[src/rtl/nn_upsample.sv]
// Nearest-neighbour upsampler: buffers one input line, then replays it
// SCALE times horizontally and vertically before accepting the next line.
module nn_upsample #(
    parameter int PIX_WIDTH = 8,
    parameter int SCALE     = 2,
    parameter int WIDTH     = 14,
    parameter int HEIGHT    = 14
) (
    input  logic                 clk,
    input  logic                 rst_n,
    input  logic                 clk_en,
    input  logic [PIX_WIDTH-1:0] i_data,
    input  logic                 i_valid,
    input  logic                 i_sop,
    input  logic                 i_eop,
    output logic                 ready,
    output logic [PIX_WIDTH-1:0] o_data,
    output logic                 o_valid,
    output logic                 o_sop,
    output logic                 o_eop,
    input  logic                 ds_ready,
    output logic                 err_frame
);

    localparam int CW = (WIDTH > 1) ? $clog2(WIDTH) : 1;
    localparam int RW = (HEIGHT > 1) ? $clog2(HEIGHT) : 1;
    localparam int SW = $clog2(SCALE);

    localparam logic [CW-1:0] COL_LAST = CW'(WIDTH - 1);
    localparam logic [RW-1:0] ROW_LAST = RW'(HEIGHT - 1);
    localparam logic [SW-1:0] REP_LAST = SW'(SCALE - 1);

    typedef enum logic [1:0] {IDLE, FILL, EMIT} state_t;

    state_t state_q, state_d;

    logic [CW-1:0] wr_col_q, wr_col_d;
    logic [CW-1:0] src_col_q, src_col_d;
    logic [RW-1:0] src_row_q, src_row_d;
    logic [SW-1:0] rep_col_q, rep_col_d;
    logic [SW-1:0] rep_row_q, rep_row_d;
    logic          err_q, err_d;

    logic [PIX_WIDTH-1:0] line_q [WIDTH];

    logic          wr_en;
    logic [CW-1:0] wr_idx;
    logic          accept;
    logic          xfer;
    logic          frame_last;

    assign ready   = clk_en && (state_q != EMIT);
    assign accept  = i_valid && ready;
    assign o_valid = (state_q == EMIT);
    assign xfer    = o_valid && ds_ready && clk_en;
    assign o_data  = line_q[src_col_q];

    assign o_sop = (state_q == EMIT) && (src_row_q == '0) &&
                   (rep_row_q == '0) && (src_col_q == '0) &&
                   (rep_col_q == '0);
    assign o_eop = (state_q == EMIT) && (src_row_q == ROW_LAST) &&
                   (rep_row_q == REP_LAST) && (src_col_q == COL_LAST) &&
                   (rep_col_q == REP_LAST);

    assign err_frame = err_q;

    always_comb begin
        state_d    = state_q;
        wr_col_d   = wr_col_q;
        src_col_d  = src_col_q;
        src_row_d  = src_row_q;
        rep_col_d  = rep_col_q;
        rep_row_d  = rep_row_q;
        err_d      = 1'b0;
        wr_en      = 1'b0;
        wr_idx     = wr_col_q;
        frame_last = (src_row_q == ROW_LAST) && (wr_col_q == COL_LAST);

        unique case (state_q)
            IDLE: begin
                if (accept && i_sop) begin
                    wr_en     = 1'b1;
                    wr_idx    = '0;
                    wr_col_d  = CW'(1);
                    src_row_d = '0;
                    // A one-pixel "frame" tagged eop is only legal for 1x1
                    if (i_eop && (WIDTH * HEIGHT > 1)) begin
                        err_d    = 1'b1;
                        wr_col_d = '0;
                    end else begin
                        state_d = FILL;
                    end
                end
            end
            FILL: begin
                if (accept) begin
                    wr_en = 1'b1;
                    if (i_sop) begin
                        wr_idx    = '0;
                        wr_col_d  = CW'(1);
                        src_row_d = '0;
                        err_d     = 1'b1;
                    end else if (i_eop && !frame_last) begin
                        err_d    = 1'b1;
                        wr_col_d = '0;
                        state_d  = IDLE;
                    end else if (wr_col_q == COL_LAST) begin
                        err_d     = frame_last && !i_eop;
                        wr_col_d  = '0;
                        src_col_d = '0;
                        rep_col_d = '0;
                        rep_row_d = '0;
                        state_d   = EMIT;
                    end else begin
                        wr_col_d = wr_col_q + 1'b1;
                    end
                end
            end
            EMIT: begin
                if (xfer) begin
                    if (rep_col_q != REP_LAST) begin
                        rep_col_d = rep_col_q + 1'b1;
                    end else begin
                        rep_col_d = '0;
                        if (src_col_q != COL_LAST) begin
                            src_col_d = src_col_q + 1'b1;
                        end else begin
                            src_col_d = '0;
                            if (rep_row_q != REP_LAST) begin
                                rep_row_d = rep_row_q + 1'b1;
                            end else begin
                                rep_row_d = '0;
                                if (src_row_q == ROW_LAST) begin
                                    state_d = IDLE;
                                end else begin
                                    src_row_d = src_row_q + 1'b1;
                                    state_d   = FILL;
                                end
                            end
                        end
                    end
                end
            end
            default: state_d = IDLE;
        endcase
    end

    always_ff @(posedge clk or negedge rst_n) begin
        if (!rst_n) begin
            state_q   <= IDLE;
            wr_col_q  <= '0;
            src_col_q <= '0;
            src_row_q <= '0;
            rep_col_q <= '0;
            rep_row_q <= '0;
            err_q     <= 1'b0;
        end else if (clk_en) begin
            state_q   <= state_d;
            wr_col_q  <= wr_col_d;
            src_col_q <= src_col_d;
            src_row_q <= src_row_d;
            rep_col_q <= rep_col_d;
            rep_row_q <= rep_row_d;
            err_q     <= err_d;
        end
    end

    // Line storage carries no reset; stale pixels are never emitted
    always_ff @(posedge clk) begin
        if (clk_en && wr_en) begin
            line_q[wr_idx] <= i_data;
        end
    end

endmodule

[config.mk]
export PLATFORM = sky130hd
export DESIGN_NAME = nn_upsample
export DESIGN_NICKNAME = d
export VERILOG_FILES = /design/src/rtl/nn_upsample.sv
export SDC_FILE = /design/constraint.sdc
export NUM_CORES = 1
export LEC_CHECK = 0
export ABC_AREA = 1
export ABC_CLOCK_PERIOD_IN_PS = 1700
export CAP_MARGIN = 10
export CELL_PAD_IN_SITES_DETAIL_PLACEMENT = 0
export CELL_PAD_IN_SITES_GLOBAL_PLACEMENT = 1
export CORE_MARGIN = 5
export CORE_UTILIZATION = 25
export CTS_BUF_LIST = sky130_fd_sc_hd__clkbuf_4
export CTS_CLUSTER_SIZE = 25
export DETAILED_ROUTE_END_ITERATION = 6
export PLACE_DENSITY_LB_ADDON = 0.1
export SYNTH_ARGS = -nofsm -noshare
export SYNTH_HDL_FRONTEND = slang
export SYNTH_SLANG_ARGS = --single-unit
export TNS_END_PERCENT = 20
[constraint.sdc]
create_clock -name clk -period 1.7 [get_ports clk]
set_input_delay 0.34 -clock clk [delete_from_list [all_inputs] [get_ports clk]]
set_output_delay 0.34 -clock clk [all_outputs]
set_load 0.005 [all_outputs]
# Word level (Yosys, flattened, before mapping)
# Memory sizes are Yosys's and may differ from the RTL's.
# Index checks and enable logic that the tools add are counted.
# classes
addsub,5
n_eq_ne,20
n_mux,64
n_bitwise,2
reduce_logical,31
# op_table
operator,count
2-to-1 mux 4 bit,23
one-hot mux 4 bit (2 select lines),3
2-to-1 mux 1 bit,22
2-to-1 mux 2 bit,10
!= test 2 bit (second input constant),10
AND reduction 10 bit,2
logical AND 1 bit,17
adder 4 x 1 -> 4 bit (second input constant),3
equality test 4 bit (second input constant),3
one-hot mux 4 bit (3 select lines),1
AND reduction 9 bit,1
logical NOT 4 bit,2
one-hot mux 1 bit (2 select lines),4
AND reduction 8 bit,1
AND reduction 7 bit,1
!= test 2 x 1 -> 1 bit (second input constant),3
one-hot mux 2 bit (3 select lines),1
!= test 4 bit (second input constant),1
AND reduction 4 bit,1
nonzero test 2 bit,2
!= test 3 bit (second input constant),1
nonzero test 3 bit,1
adder 1 bit (second input constant),2
equality test 2 x 1 -> 1 bit (second input constant),1
other kinds (4),6
# totals
ff_bits,17
mem_bits_rw,112
input_bits,15
out_inout_bits,13
wordCells,130
n_memories,1
# mem_list
name,words,word_bits,read_ports,rd_ports_with_merged_regs,write_ports,line,text
line_q,14,8,1,0,1,44,logic [PIX_WIDTH-1:0] line_q [WIDTH];

# Longest topological paths before layout
# depth
ltp_word,9
mapped_depth,11
depth_no_buf,11

# Least setup slack after synthesis
# OpenSTA, ideal clock, no wires.
# synth_path
path_kind,reg-to-reg
from,reg state_q[1]
to,"mem line_q[4][0], enable pin"
setup_time_ns,0.370
arrival_time_ns,1.502
required_time_ns,1.330
slack_ns,-0.172
stages_incl_launch_ff,9
path_buffers,1
synth_period_minus_slack_ns,1.872
path_cell_list,dfrtp_1 -> buf_4 -> inv_4 -> nor2_8 -> nor2_4 -> nand4_4 -> nand2_2 -> nand3_2 -> nor2_1
# synth_via
elab_chain_len,9
elab_cells_between_ends,15
classes_between,eq/ne: 2; mux: 8; reduce/logical: 5
# synth_lines
item,line,text
from (decl),35,"state_t state_q, state_d;"
from (signal assigned),158,state_q <= state_d;
!= test 2 bit (*),52,assign ready = clk_en && (state_q != EMIT);
logical AND 1 bit (*),52,
named net ready,16,"output logic ready,"
logical AND 1 bit (*),53,assign accept = i_valid && ready;
logical AND 1 bit,81,if (accept && i_sop) begin
2-to-1 mux 1 bit,81,
one-hot mux 1 bit (2 select lines),79,unique case (state_q)
logical AND 1 bit,170,if (clk_en && wr_en) begin
2-to-1 mux 1 bit,170,
2-to-1 mux 1 bit (implied by the code),171,line_q[wr_idx] <= i_data;
to (decl),44,
# Mark *: on every way through the listed nets, which the timed path passes. The rest lies on a longest branch.

# Worst setup path after layout
# layout_path
from,reg src_col_q[0]
to,out o_data[2]
# layout_via
elab_chain_len,1
# layout_lines
item,line,text
from (decl),38,"logic [CW-1:0] src_col_q, src_col_d;"
from (signal assigned),160,src_col_q <= src_col_d;
memory read (14 x 8 bit),--,
to (decl),17,"output logic [PIX_WIDTH-1:0] o_data,"
# No other way between the ends.

==> key figures <==
Pwr
  – Total power: 6.79 mW
  – PD cells: 802 nW/um^2
  – Max IR drop VDD: 0.360 mV
  – Pleak: 3.23 nW

Yosys
  – Mux cell area share after synthesis: 0%
  – Xor and xnor area share after synthesis: 0.592%
  – Flops & latches, synth: 129
  – Compound-gate portion of the synthesized area: 10.0%
  – Simple-Gate Fraction of Synth Area: 19.0%
  – Syn Inst Count: 542
  – Yosys warning count: 0
  – Synth Area in Adders: 1.69%
  – Synth Net Count: 565
  – Sequential fraction of the synthesis area: 64.0%
  – Avg Inst Size Synth: 10.9 um^2
  – Synth Cell Area: 5920 um^2
  – Largest family of logic cells by synthesized area: simple AND/OR/NAND/NOR gates
  – Yosys cell types: 39

Routing
  – Wire per inst: 17.3 um
  – Via density: 4.45
  – Via count: 4,538
  – DRT iter0 DRCs: 156
  – Initial DRT Pass Iterations: 4
  – Final wirelength: 17,700 um
  – Routed Antenna Nets: 0
  – # DRC: 0

Timing
  – RSZ-0062 raised after global routing: true
  – Setup_tns: -24,000 ps
  – Final worst path period share: 140%
  – Max Freq: 421 MHz
  – Crit path time final: 2370 ps
  – Worst Tran Pin Value: 507 ps
  – Final setup fails: 116
  – Max transition margin: 66.1%
  – Clk_skew: 25.3 ps
  – Slew Limit Fails: 0
  – Setup WS post-layout: -673 ps
  – Final hold violation count: 0

Global route
  – Number of global-route vias before repair: 4,612
  – Pin count of the biggest net entering global routing: 40
  – Global-route wire length before repair: 27,300 um
  – Initial antenna violation count: 1
  – Total GRT Usage: 13.6%
  – Gr ovfl total: 0

Status
  – Failing checks: negative setup slack
  – Status: finished, violations left

Cells and area
  – Most frequent cells in the layout: edfxtp_1, buf_4, nor2_1
  – Non-filler cells, final: 1,020
  – Final Util: 36.2%
  – Syn-to-layout area delta: 43.1%
  – # fillers: 2,389
  – Layout cells sized above 1: 40.3%
  – Nets: 711
  – Commonest non-fill, non-tap cell in the layout: edfxtp_1

Clock tree
  – CTS tree: done
  – Worst-skew pair later-pin latency: 530 ps
  – Num CTS Buffers: 17
  – Max clock buf depth: 2
  – Clk sinks: 129
  – Root Driver: clkbuf_4
  – Clock slew at reported path FFs: 130 ps
  – Max H-tree Level: 4

Floorplanning
  – Die height: 164 um
  – IO Count: 28
  – Die ar.: 26,900 um^2
  – FP Rows: 56
  – Die width: 164 um
  – Initial Util: 25.3%
  – Core region area: 23,400 um^2

Critical path
  – Crit path cell chain: clkinv_4 > buf_12 > buf_12 > buf_6 > o21ai_2 > o22ai_2 > nand2_1 > nand2_2 > nand2_2 > nand2_4 > buf_6
  – Crit-path slowest cell: dfrtp_2
  – R2R depth: 9
  – Critical path depth: 11
  – Critical path origin: src_col_q[0]$_DFFE_PN0P_
  – Crit-path leading delay family: buffers and inverters
  – Critical Path Max Stage Delay: 430 ps
  – CP Max Fanout: 7
  – CP required: 1360 ps
  – Worst path buffer plus inverter count: 5
  – Crit Path Category: register to output port
  – R2r startpoint: state_q[1]$_DFFE_PN0P_
  – Critical path arrival: 2030 ps
  – Crit. End Element: output port
  – Type of origin of the critical path: register

Placed design
  – DPL Wire Length: 11,100 um
  – Place WS: -624 ps
  – Placed cells: 957
  – Gp weighted congestion: 0.755
  – IO Port Bufs: 27

Hold path
  – HP Class: primary input to async pin

Job
  – Max_cap viols: 0
kinds of logic after synthesis:
family          count (synthesis)
flops                         129
simple gates                  237
xor+xnor                        4
fa+ha+maj                       8
compound gates                105
buf+inv                        59
metal layers:
layer  up-vias  global-route usage, %  routed length, um
met4         0                   3.13                191
met5         -                      0                  0
met1      2235                   17.1               7840
li1       2209                      -                  -
met3        14                   2.86                587
met2        80                   24.1               9050
area by class of cell:
| class | instances | area (um^2) | area share [%] |
|---|---|---|---|
| clock inverters | 13 | 138 | 1.62 |
| inverters | 34 | 140 | 1.65 |
| clock buffers | 18 | 135 | 1.60 |
| diodes | 1 | 2.50 | 0.0295 |
| repair buffers | 152 | 1570 | 18.6 |
| flip-flops and latches | 129 | 3790 | 44.8 |
| multi-input cells | 354 | 2290 | 27.1 |
| well taps | 319 | 399 | 4.71 |
stage by stage:
stage          hold WS [ps]  area [um^2]
2_1_floorplan          44.4         5940
3_3_place_gp            489         7300
3_5_place_dp            499         7300
4_1_cts                89.7         8280
5_1_grt                 105         8470
6_report                139         8470
cell usage after synthesis:
library cell    n  area [um^2]
a21boi_0        1         7.51
a21oi_1        11         55.1
a21oi_2         2         17.5
a31oi_1         1         6.26
a31oi_2         1         12.5
buf_1           1         3.75
buf_12          1         20.0
buf_2           8         40.0
buf_4           2         15.0
buf_6           2         22.5
clkbuf_1       11         41.3
clkinv_1        1         3.75
dfrtp_1        17          425
edfxtp_1      112         3360
ha_1            8          100
inv_1          25         93.8
inv_2           6         22.5
inv_4           2         12.5
nand2_1        76          285
nand2_2         6         37.5
nand2_4         3         33.8
nand3_1        29          145
nand3_2         3         30.0
nand4_1        13         81.3
nand4_4         2         42.5
nor2_1         92          345
nor2_2          3         18.8
nor2_4          2         22.5
nor2_8          2         40.0
nor3_1          3         15.0
nor3_4          1         16.3
nor4_1          1         6.26
o211ai_1       16          120
o21ai_0        61          305
o21ai_1         4         20.0
o22ai_1         8         50.1
or2_2           1         6.26
xnor2_1         2         17.5
xor2_1          2         17.5
registers in the layout, summed over array words and instances, names as in the netlist:
register and count:
state_q 2, line_q 112, wr_col_q 4, err_frame 1, rep_row_q 1, src_col_q 4
rep_col_q 1, src_row_q 4
worst paths after layout:
check                                           end  slack, ps
hold reg to reg               err_frame$_DFFE_PN0P_        520
setup / recovery                          o_data[2]       -670
setup reg to reg             line_q[9][6]$_DFFE_PP_       -230
hold / removal                err_frame$_DFFE_PN0P_        140
min in group clk              err_frame$_DFFE_PN0P_        520
max in group asynchronous  src_col_q[0]$_DFFE_PN0P_       1310
where the power goes:
part | leakage (nW) | total [mW] | internal, mW | switching, mW
registers | 1.24 | 3.59 | 3.53 | 0.0559
clock network | 0.134 | 2.09 | 0.879 | 1.21
logic | 1.85 | 1.12 | 0.489 | 0.630
repair_timing:
item                                    4_1_cts  5_1_grt
gates resized for setup                     182       57
endpoints found under the setup margin      136      138
pin swaps                                    58       28
gates cloned                                  5        0
hold buffers                                  0        0
buffers inserted                             25        2
Note: power is estimated with default switching activity, not from simulation.
